### src/rtl/des_pkg.sv
// DES permutation constants: mode encodings and the FIPS 46-3 tables.
// Table entries are 1-based source-bit numbers in DES (MSB-first) order.
package des_pkg;

  typedef logic [2:0] mode_t;

  localparam mode_t MODE_IP  = 3'd0;
  localparam mode_t MODE_FP  = 3'd1;
  localparam mode_t MODE_E   = 3'd2;
  localparam mode_t MODE_P   = 3'd3;
  localparam mode_t MODE_PC1 = 3'd4;
  localparam mode_t MODE_PC2 = 3'd5;

  localparam int IP_TBL [64] = '{
    58, 50, 42, 34, 26, 18, 10,  2, 60, 52, 44, 36, 28, 20, 12,  4,
    62, 54, 46, 38, 30, 22, 14,  6, 64, 56, 48, 40, 32, 24, 16,  8,
    57, 49, 41, 33, 25, 17,  9,  1, 59, 51, 43, 35, 27, 19, 11,  3,
    61, 53, 45, 37, 29, 21, 13,  5, 63, 55, 47, 39, 31, 23, 15,  7
  };

  localparam int FP_TBL [64] = '{
    40,  8, 48, 16, 56, 24, 64, 32, 39,  7, 47, 15, 55, 23, 63, 31,
    38,  6, 46, 14, 54, 22, 62, 30, 37,  5, 45, 13, 53, 21, 61, 29,
    36,  4, 44, 12, 52, 20, 60, 28, 35,  3, 43, 11, 51, 19, 59, 27,
    34,  2, 42, 10, 50, 18, 58, 26, 33,  1, 41,  9, 49, 17, 57, 25
  };

  localparam int E_TBL [48] = '{
    32,  1,  2,  3,  4,  5,  4,  5,  6,  7,  8,  9,
     8,  9, 10, 11, 12, 13, 12, 13, 14, 15, 16, 17,
    16, 17, 18, 19, 20, 21, 20, 21, 22, 23, 24, 25,
    24, 25, 26, 27, 28, 29, 28, 29, 30, 31, 32,  1
  };

  localparam int P_TBL [32] = '{
    16,  7, 20, 21, 29, 12, 28, 17,  1, 15, 23, 26,  5, 18, 31, 10,
     2,  8, 24, 14, 32, 27,  3,  9, 19, 13, 30,  6, 22, 11,  4, 25
  };

  localparam int PC1_TBL [56] = '{
    57, 49, 41, 33, 25, 17,  9,  1, 58, 50, 42, 34, 26, 18,
    10,  2, 59, 51, 43, 35, 27, 19, 11,  3, 60, 52, 44, 36,
    63, 55, 47, 39, 31, 23, 15,  7, 62, 54, 46, 38, 30, 22,
    14,  6, 61, 53, 45, 37, 29, 21, 13,  5, 28, 20, 12,  4
  };

  localparam int PC2_TBL [48] = '{
    14, 17, 11, 24,  1,  5,  3, 28, 15,  6, 21, 10,
    23, 19, 12,  4, 26,  8, 16,  7, 27, 20, 13,  2,
    41, 52, 31, 37, 47, 55, 30, 40, 51, 45, 33, 48,
    44, 49, 39, 56, 34, 53, 46, 42, 50, 36, 29, 32
  };

endpackage

### src/rtl/des_perm_sel.sv
// Combinational DES permutation selector: applies the table chosen by mode_i
// to the right-aligned operand and flags illegal modes.
module des_perm_sel
  import des_pkg::*;
(
  input  logic [2:0]  mode_i,
  input  logic [63:0] din_i,
  output logic [63:0] perm_o,
  output logic        err_o
);

  // DES bit n (1-based, MSB-first) of a W-bit field lives at vector index W-n.
  logic [63:0] ip_w;
  logic [63:0] fp_w;
  logic [47:0] e_w;
  logic [31:0] p_w;
  logic [55:0] pc1_w;
  logic [47:0] pc2_w;

  for (genvar i = 0; i < 64; i++) begin : g_ipfp
    assign ip_w[63 - i] = din_i[64 - IP_TBL[i]];
    assign fp_w[63 - i] = din_i[64 - FP_TBL[i]];
  end

  for (genvar i = 0; i < 48; i++) begin : g_e_pc2
    assign e_w[47 - i]   = din_i[32 - E_TBL[i]];
    assign pc2_w[47 - i] = din_i[56 - PC2_TBL[i]];
  end

  for (genvar i = 0; i < 32; i++) begin : g_p
    assign p_w[31 - i] = din_i[32 - P_TBL[i]];
  end

  for (genvar i = 0; i < 56; i++) begin : g_pc1
    assign pc1_w[55 - i] = din_i[64 - PC1_TBL[i]];
  end

  always_comb begin
    perm_o = '0;
    err_o  = 1'b0;
    case (mode_i)
      MODE_IP:  perm_o = ip_w;
      MODE_FP:  perm_o = fp_w;
      MODE_E:   perm_o = {16'h0000, e_w};
      MODE_P:   perm_o = {32'h0000_0000, p_w};
      MODE_PC1: perm_o = {8'h00, pc1_w};
      MODE_PC2: perm_o = {16'h0000, pc2_w};
      default:  err_o  = 1'b1;
    endcase
  end

endmodule

### src/rtl/des_perm_pipe.sv
// Pipelined DES permutation engine with valid/ready handshake; each slot
// carries {valid, data, tag, err} and bubbles collapse under back-pressure.
module des_perm_pipe
  import des_pkg::*;
#(
  parameter int STAGES = 2,
  parameter int TAG_W  = 4
) (
  input  logic             clk,
  input  logic             rst,
  input  logic             in_valid,
  output logic             in_ready,
  input  logic [2:0]       mode,
  input  logic [63:0]      din,
  input  logic [TAG_W-1:0] tag_in,
  output logic             out_valid,
  input  logic             out_ready,
  output logic [63:0]      dout,
  output logic [TAG_W-1:0] tag_out,
  output logic             err
);

  logic [63:0] perm;
  logic        perm_err;

  logic [STAGES-1:0]            valid_q, valid_d, load;
  logic [STAGES-1:0][63:0]      data_q, data_d;
  logic [STAGES-1:0][TAG_W-1:0] tag_q, tag_d;
  logic [STAGES-1:0]            err_q, err_d;

  des_perm_sel u_sel (
    .mode_i (mode),
    .din_i  (din),
    .perm_o (perm),
    .err_o  (perm_err)
  );

  for (genvar k = 0; k < STAGES; k++) begin : g_slot
    logic             src_valid;
    logic [63:0]      src_data;
    logic [TAG_W-1:0] src_tag;
    logic             src_err;

    if (k == 0) begin : g_head
      assign src_valid = in_valid;
      assign src_data  = perm;
      assign src_tag   = tag_in;
      assign src_err   = perm_err;
    end else begin : g_body
      assign src_valid = valid_q[k-1];
      assign src_data  = data_q[k-1];
      assign src_tag   = tag_q[k-1];
      assign src_err   = err_q[k-1];
    end

    // Slot k can take new contents unless it and every slot downstream is full and stalled.
    assign load[k]    = out_ready || !(&valid_q[STAGES-1:k]);
    assign valid_d[k] = load[k] ? src_valid : valid_q[k];
    assign data_d[k]  = (load[k] && src_valid) ? src_data : data_q[k];
    assign tag_d[k]   = (load[k] && src_valid) ? src_tag  : tag_q[k];
    assign err_d[k]   = (load[k] && src_valid) ? src_err  : err_q[k];
  end

  always_ff @(posedge clk or posedge rst) begin
    if (rst) begin
      valid_q <= '0;
      data_q  <= '0;
      tag_q   <= '0;
      err_q   <= '0;
    end else begin
      valid_q <= valid_d;
      data_q  <= data_d;
      tag_q   <= tag_d;
      err_q   <= err_d;
    end
  end

  assign in_ready  = load[0];
  assign out_valid = valid_q[STAGES-1];
  assign dout      = data_q[STAGES-1];
  assign tag_out   = tag_q[STAGES-1];
  assign err       = err_q[STAGES-1];

endmodule

### config.mk
export PLATFORM = sky130hd
export DESIGN_NAME = des_perm_pipe
export DESIGN_NICKNAME = d
export VERILOG_FILES = /design/src/rtl/des_pkg.sv /design/src/rtl/des_perm_sel.sv /design/src/rtl/des_perm_pipe.sv
export SDC_FILE = /design/constraint.sdc
export NUM_CORES = 1
export LEC_CHECK = 0
export ABC_AREA = 1
export ABC_CLOCK_PERIOD_IN_PS = 5300
export CAP_MARGIN = 20
export CORE_MARGIN = 3
export CORE_UTILIZATION = 40
export CTS_BUF_LIST = sky130_fd_sc_hd__clkbuf_4
export DETAILED_ROUTE_END_ITERATION = 10
export PLACE_DENSITY = 0.75
export SETUP_SLACK_MARGIN = 0.15
export SYNTH_ARGS = -nofsm -noshare
export SYNTH_HDL_FRONTEND = slang
export SYNTH_SLANG_ARGS = --single-unit
### constraint.sdc
create_clock -name clk -period 5.3 [get_ports clk]
set_input_delay 1.06 -clock clk [delete_from_list [all_inputs] [get_ports clk]]
set_output_delay 1.06 -clock clk [all_outputs]
set_load 0.03 [all_outputs]
==> metrics.md, run 1 <==
| Metric | Value |
|---|---|
| Status | finished clean |
| CP Cell Sequence | clkdlybuf4s50_1 -> inv_2 -> nand3_1 -> clkdlybuf4s50_1 |
| Initial DRC count | 1002 |
| Final min period | 3428 ps |
| Data arrival, critical path | 2370 ps |
| Residual DRC count | 0 |
| Core box area | 0.01972 mm² |
| Mean post-synth cell area | 7.528 µm² |
| Router iterations before antenna repair | 6 |
| Vias/cell | 5.462 |
| Routed via count | 7925 |
| Critical path's top delay family | buffers and inverters |
| Static Leakage | 0.004874 µW |
| Die Span Y | 148.4 µm |
| Num Clock Sinks | 140 |
| Hold path cells | 2 |
| Post-CTS Hold Fix Bufs | 0 |
| Nets | 1247 |
| Endpoints failing setup | 0 |
| Slew Limit Fails | 0 |
| # resized after CTS | 0 |
| Max H-tree Level | 4 |
| First-pass GRT wire length | 41.48 mm |
| Slew at the pin with the worst max-slew slack | 999.3 ps |
| Synth unique cells | 24 |
| Crit. End Element | primary output |
| Netlist Area Pre-Place | 0.008115 mm² |
| Number of global-route vias before repair | 7440 |
| Congestion Overflow GR | 0 |
| Max-cap violations | 0 |
| Fin cells | 1451 |
| Drt wl/cell | 18.38 µm |
| VDD IR max | 0.1460 mV |
| Max clock buf depth | 2 |
| R2R cell count | 3 |
| Post-synthesis sequential area ratio | 43.17% |
| Row count | 51 |
| Total GRT Usage | 24.13% |
| Synth Register Bits | 140 |
| Post-DP HPWL | 18.14 mm |
| Max_slew headroom | 33.38% |
| Final wirelength | 26.67 mm |
| Io pins | 146 |
| FMAX | 291.7 MHz |
| Largest net degree at the start of global routing | 110 |
| Syn Nets | 1153 |
| Number of instances in the placed design | 1417 |
| Gpl congestion | 0.9874 |
| Initial antenna violation count | 1 |
| RSZ-0062 raised after global routing | false |
| Hold WC Path Type | reg2reg |
| Routed Antenna Nets | 0 |
| Layout fillers | 1946 |
| Clk_lat worst skew | 560 ps |
| Buffers & Inverters on Critical Path | 3 |
| IO Port Bufs | 145 |
| Initial core utilization | 41.16% |
| CP Launch Type | primary input |
| Setup bufs post-CTS | 0 |
| Die area | 0.02203 mm² |
| CP max FO | 3 |
| Die X | 148.4 µm |
| TritonCTS buffer count | 17 |
| Crit path top cell by count | clkdlybuf4s50_1 |
| Cells after Synth | 1078 |
| Synth Warn # | 0 |
| Proportion of layout cells with a drive suffix above 1 | 9.114% |
| TNS Setup | 0 ps |
| CP max stage delay | 690 ps |
| CTS tree | yes |
| Crit. path cell count | 4 |
| Critical Path RT | 4240 ps |
| Final period utilization | 64.68% |
| Clock root cell | clkbuf_4 |
| Clock tree skew after final layout | 13.30 ps |
| CTS clk-pin slew, worst paths | 110 ps |
| Hold Fails Final Rpt | 0 |
| Area grow syn2layout | 20.58% |
| CP Class | in2out |
| Power per Cell Area | 348.9 mW/mm² |
| CP max-delay cell | clkdlybuf4s50_1 |
==> final timing paths <==
check	start	end	slack, ps
max	out_ready	in_ready	1870
min	g_slot[1].src_data[7]	g_slot[1].src_data[7]	490
min reg2reg	g_slot[1].src_data[7]	g_slot[1].src_data[7]	490
max reg2reg	valid_q[1]	dout[19]	3500
min in group asynchronous	rst	valid_q[1]	1110
max in group asynchronous	rst	g_slot[1].src_data[16]	3200
==> state kept, by name, indices dropped and copies added, names as in the netlist <==
| register | flops |
|---|---|
| err_q | 2 |
| g_slot.src_tag | 4 |
| dout | 64 |
| tag_out | 4 |
| g_slot.src_data | 64 |
| valid_q | 2 |
==> cells by family after synthesis <==
kind of cell / after synthesis / synth area share, %
AOI/OAI and AO/OA: 75 / 4.625
buffers and inverters: 164 / 10.28
DFF: 140 / 43.17
muxes: 51 / 7.077
and+or+nand+nor: 648 / 34.84
==> worst register-to-register path: cells and delay by family (launching register included) <==
kind             cells  cell delay (ps)
AND/OR/NAND/NOR      2              840
multiplexers         1              460
flip-flops           1              390
==> metal layers <==
metal | global-route usage, % | routed length [µm]
met1 | 34.62 | 11650
met2 | 35.51 | 11680
met3 | 5.637 | 2569
met4 | 9.192 | 769
met5 | 0 | 0
==> per-stage QoR <==
stage	hold WS [ps]	util, %	instance area, µm²	setup WS [ps]	power (µW)
global route	513.3	49.63	9786	1835	3592
finish	487.8	49.63	9786	1872	3414
detailed placement	464.8	48.00	9464	1872	2698
CTS	495.9	49.51	9763	1865	3438
global placement	458.0	48.00	9464	1877	2682
floorplan	445.0	-	8115	487.1	2171
==> cells in the final DEF, fill, tap and decap left out, drive strengths merged <==
cell type and n:
nand4 86, diode 1, nand3 112, nor2 74, clkinvlp 5, and2 1
dfrtp 140, a21oi 11, nand2 375, clkdlybuf4s50 143, buf 12, bufinv 3
inv 87, mux2 51, clkbuf 17, o21ai 64, clkinv 4
==> synthesized netlist by cell type (all sizes together) <==
cell | instances | area share (%)
clkbuf | 17 | 0.80
nor2 | 74 | 3.5
inv | 84 | 3.9
nand3 | 112 | 7.2
dfrtp | 140 | 43
buf | 63 | 5.5
and2 | 1 | 0.077
a21oi | 11 | 0.68
o21ai | 64 | 3.9
mux2 | 51 | 7.1
nand2 | 375 | 17
nand4 | 86 | 6.6
==> power by group <==
| part | internal [µW] | switching (µW) | total (µW) | leakage, µW |
|---|---|---|---|---|
| Combinational | 512 | 744 | 1260 | 0.00292 |
| Sequential | 1300 | 123 | 1420 | 0.00181 |
| Clock | 325 | 412 | 737 | 0.000146 |
==> area by class of cell <==
cell class                 instances  area (µm²)  area share [%]
inverter                          84       325.3           3.324
multi-input combinational        774        3782           38.65
sequential                       140        3503           35.80
clock inverter                    15       171.4           1.752
timing repair buffer             155        1541           15.75
antenna                            1       2.502         0.02557
clock buffer                      17       127.6           1.304
tap                              265       331.6           3.388
Note: power is estimated with default switching activity, not from simulation.
==> inputs of run 2 (changes only) <==
--- a/config.mk
+++ b/config.mk
@@ -6,13 +6,13 @@
 export NUM_CORES = 1
 export LEC_CHECK = 0
 export ABC_AREA = 1
-export ABC_CLOCK_PERIOD_IN_PS = 5300
+export ABC_CLOCK_PERIOD_IN_PS = 3100
 export CAP_MARGIN = 20
 export CORE_MARGIN = 3
 export CORE_UTILIZATION = 40
 export CTS_BUF_LIST = sky130_fd_sc_hd__clkbuf_4
 export DETAILED_ROUTE_END_ITERATION = 10
-export PLACE_DENSITY = 0.75
+export PLACE_DENSITY = 0.77
 export SETUP_SLACK_MARGIN = 0.15
 export SYNTH_ARGS = -nofsm -noshare
 export SYNTH_HDL_FRONTEND = slang
==> constraint.sdc (replaced) <==
create_clock -name clk -period 3.1 [get_ports clk]
set_input_delay 0.62 -clock clk [delete_from_list [all_inputs] [get_ports clk]]
set_output_delay 0.62 -clock clk [all_outputs]
set_load 0.03 [all_outputs]
==> metrics.md, run 2 (same netlist as run 1, synthesis figures left out) <==
| Metric | Value |
|---|---|
| Status | finished clean |
| TritonCTS buffer count | 17 |
| Gpl congestion | 0.9651 |
| Number of global-route vias before repair | 7647 |
| First-pass GRT wire length | 43.18 mm |
| Finished Cell Area | 0.01002 mm² |
| Static Leakage | 0.004992 µW |
| Clock tree skew after final layout | 22.15 ps |
| CP Class | in2out |
| Crit path top cell by count | clkdlybuf4s50_1 |
| Initial antenna violation count | 1 |
| R2R cell count | 6 |
| Row count | 51 |
| Leading cell type in the layout, fill and taps excluded | nand2_1 |
| Critical Path RT | 2480 ps |
| WHS | 483.7 ps |
| Final period utilization | 82.50% |
| FMAX | 391.0 MHz |
| Critical path's top delay family | buffers and inverters |
| Proportion of layout cells with a drive suffix above 1 | 10.19% |
| Reg2reg end | g_slot[1].src_data[24] |
| Power per Cell Area | 609.1 mW/mm² |
| Router iterations before antenna repair | 8 |
| VDD IR max | 0.2651 mV |
| Num Clock Sinks | 140 |
| TNS Setup | 0 ps |
| # resized after CTS | 0 |
| Slew at the pin with the worst max-slew slack | 967.3 ps |
| CP max-delay cell | clkdlybuf4s50_1 |
| Die X | 148.4 µm |
| Io pins | 146 |
| Most frequent cells in the layout | 373 x nand2_1, 143 x clkdlybuf4s50_1, 140 x dfrtp_1 |
| Final wirelength | 27.45 mm |
| Data arrival, critical path | 1940 ps |
| Total GRT Usage | 25.13% |
| Clock root cell | clkbuf_4 |
| CTS clk-pin slew, worst paths | 140 ps |
| Routed Antenna Nets | 0 |
| Area grow syn2layout | 23.42% |
| Power Total | 6101 µW |
| Post-DP HPWL | 19.55 mm |
| Buffers & Inverters on Critical Path | 3 |
| Max clock buf depth | 2 |
| Drt wl/cell | 18.76 µm |
| Routed via count | 7993 |
| Initial DRC count | 907 |
| Residual DRC count | 0 |
| Largest net degree at the start of global routing | 95 |
| Final min period | 2558 ps |
| Post-CTS Hold Fix Bufs | 0 |
| CP max FO | 3 |
| RSZ-0062 raised after global routing | false |
| Core box area | 0.01972 mm² |
| Nets | 1260 |
| Congestion Overflow GR | 0 |
| CP max stage delay | 690 ps |
| CTS tree | yes |
| Hold WC Path Type | in2async |
| Max-cap violations | 0 |
| IO Port Bufs | 145 |
| Max_slew headroom | 35.51% |
| Reg-to-reg startpoint | valid_q[1] |
| Setup bufs post-CTS | 0 |
| Slew Limit Fails | 0 |
| Clk_lat worst skew | 540 ps |
| CP Launch Type | primary input |
| Vias/cell | 5.463 |
| CP Cell Sequence | clkdlybuf4s50_1 -> inv_2 -> nand3_1 -> clkdlybuf4s50_1 |
| Endpoints failing setup | 0 |
| Die area | 0.02203 mm² |
| Max H-tree Level | 4 |
| Hold Fails Final Rpt | 0 |
| Reg2reg setup slack | 1490 ps |
| Crit. End Element | primary output |
| Post-Place Cell Area | 0.009643 mm² |
| Die Span Y | 148.4 µm |
| Initial core utilization | 41.16% |
run 2: report_power, final:
group | total (µW) | leakage (µW) | internal (µW) | switching [µW]
clock | 1490 | 0.000185 | 803 | 686
combinational | 2190 | 0.00300 | 901 | 1290
sequential | 2420 | 0.00181 | 2220 | 205
run 2: worst reg2reg max path, cell delays in order, from the launching register on:
cell	delay (ps)
dfrtp_1	410
nand3_1	150
nand2_2	70
inv_2	450
buf_4	260
o21ai_1	110
nand2_1	90
run 2: through the flow:
stage | utilization (%) | instances | setup WS [ps]
after global placement | 48.91 | 1431 | 545.0
after CTS | 50.78 | 1462 | 529.0
after floorplan | - | 1078 | 730.9
after global routing | 50.80 | 1463 | 514.4
after detailed placement | 48.91 | 1431 | 534.8
final | 50.80 | 1463 | 542.4
run 2: per-layer routing:
| layer | global-route usage, % | wire length [µm] | up-vias |
|---|---|---|---|
| met4 | 8.776 | 768 | 0 |
| li1 | - | - | 3734 |
| met3 | 6.338 | 2714 | 53 |
| met5 | 0 | 0 | - |
| met2 | 37.60 | 12140 | 424 |
| met1 | 35.60 | 11820 | 3782 |
run 2: cell type report:
type	count	area, µm²
fillers	1903	9702
multi-input cells	774	3782
flip-flops and latches	140	3503
repair buffers	168	1702
well taps	265	331.6
inverters	84	324.1
clock inverters	14	242.7
clock buffers	17	127.6
diodes	1	2.502
run 2: how the worst max path moves through the flow:
stage                     startpoint  endpoint  cells after the start
after floorplan                  rst   dout[0]                      1
after global placement     out_ready  in_ready                      4
after detailed placement   out_ready  in_ready                      4
after CTS                  out_ready  in_ready                      4
after global routing       out_ready  in_ready                      4
final                      out_ready  in_ready                      4
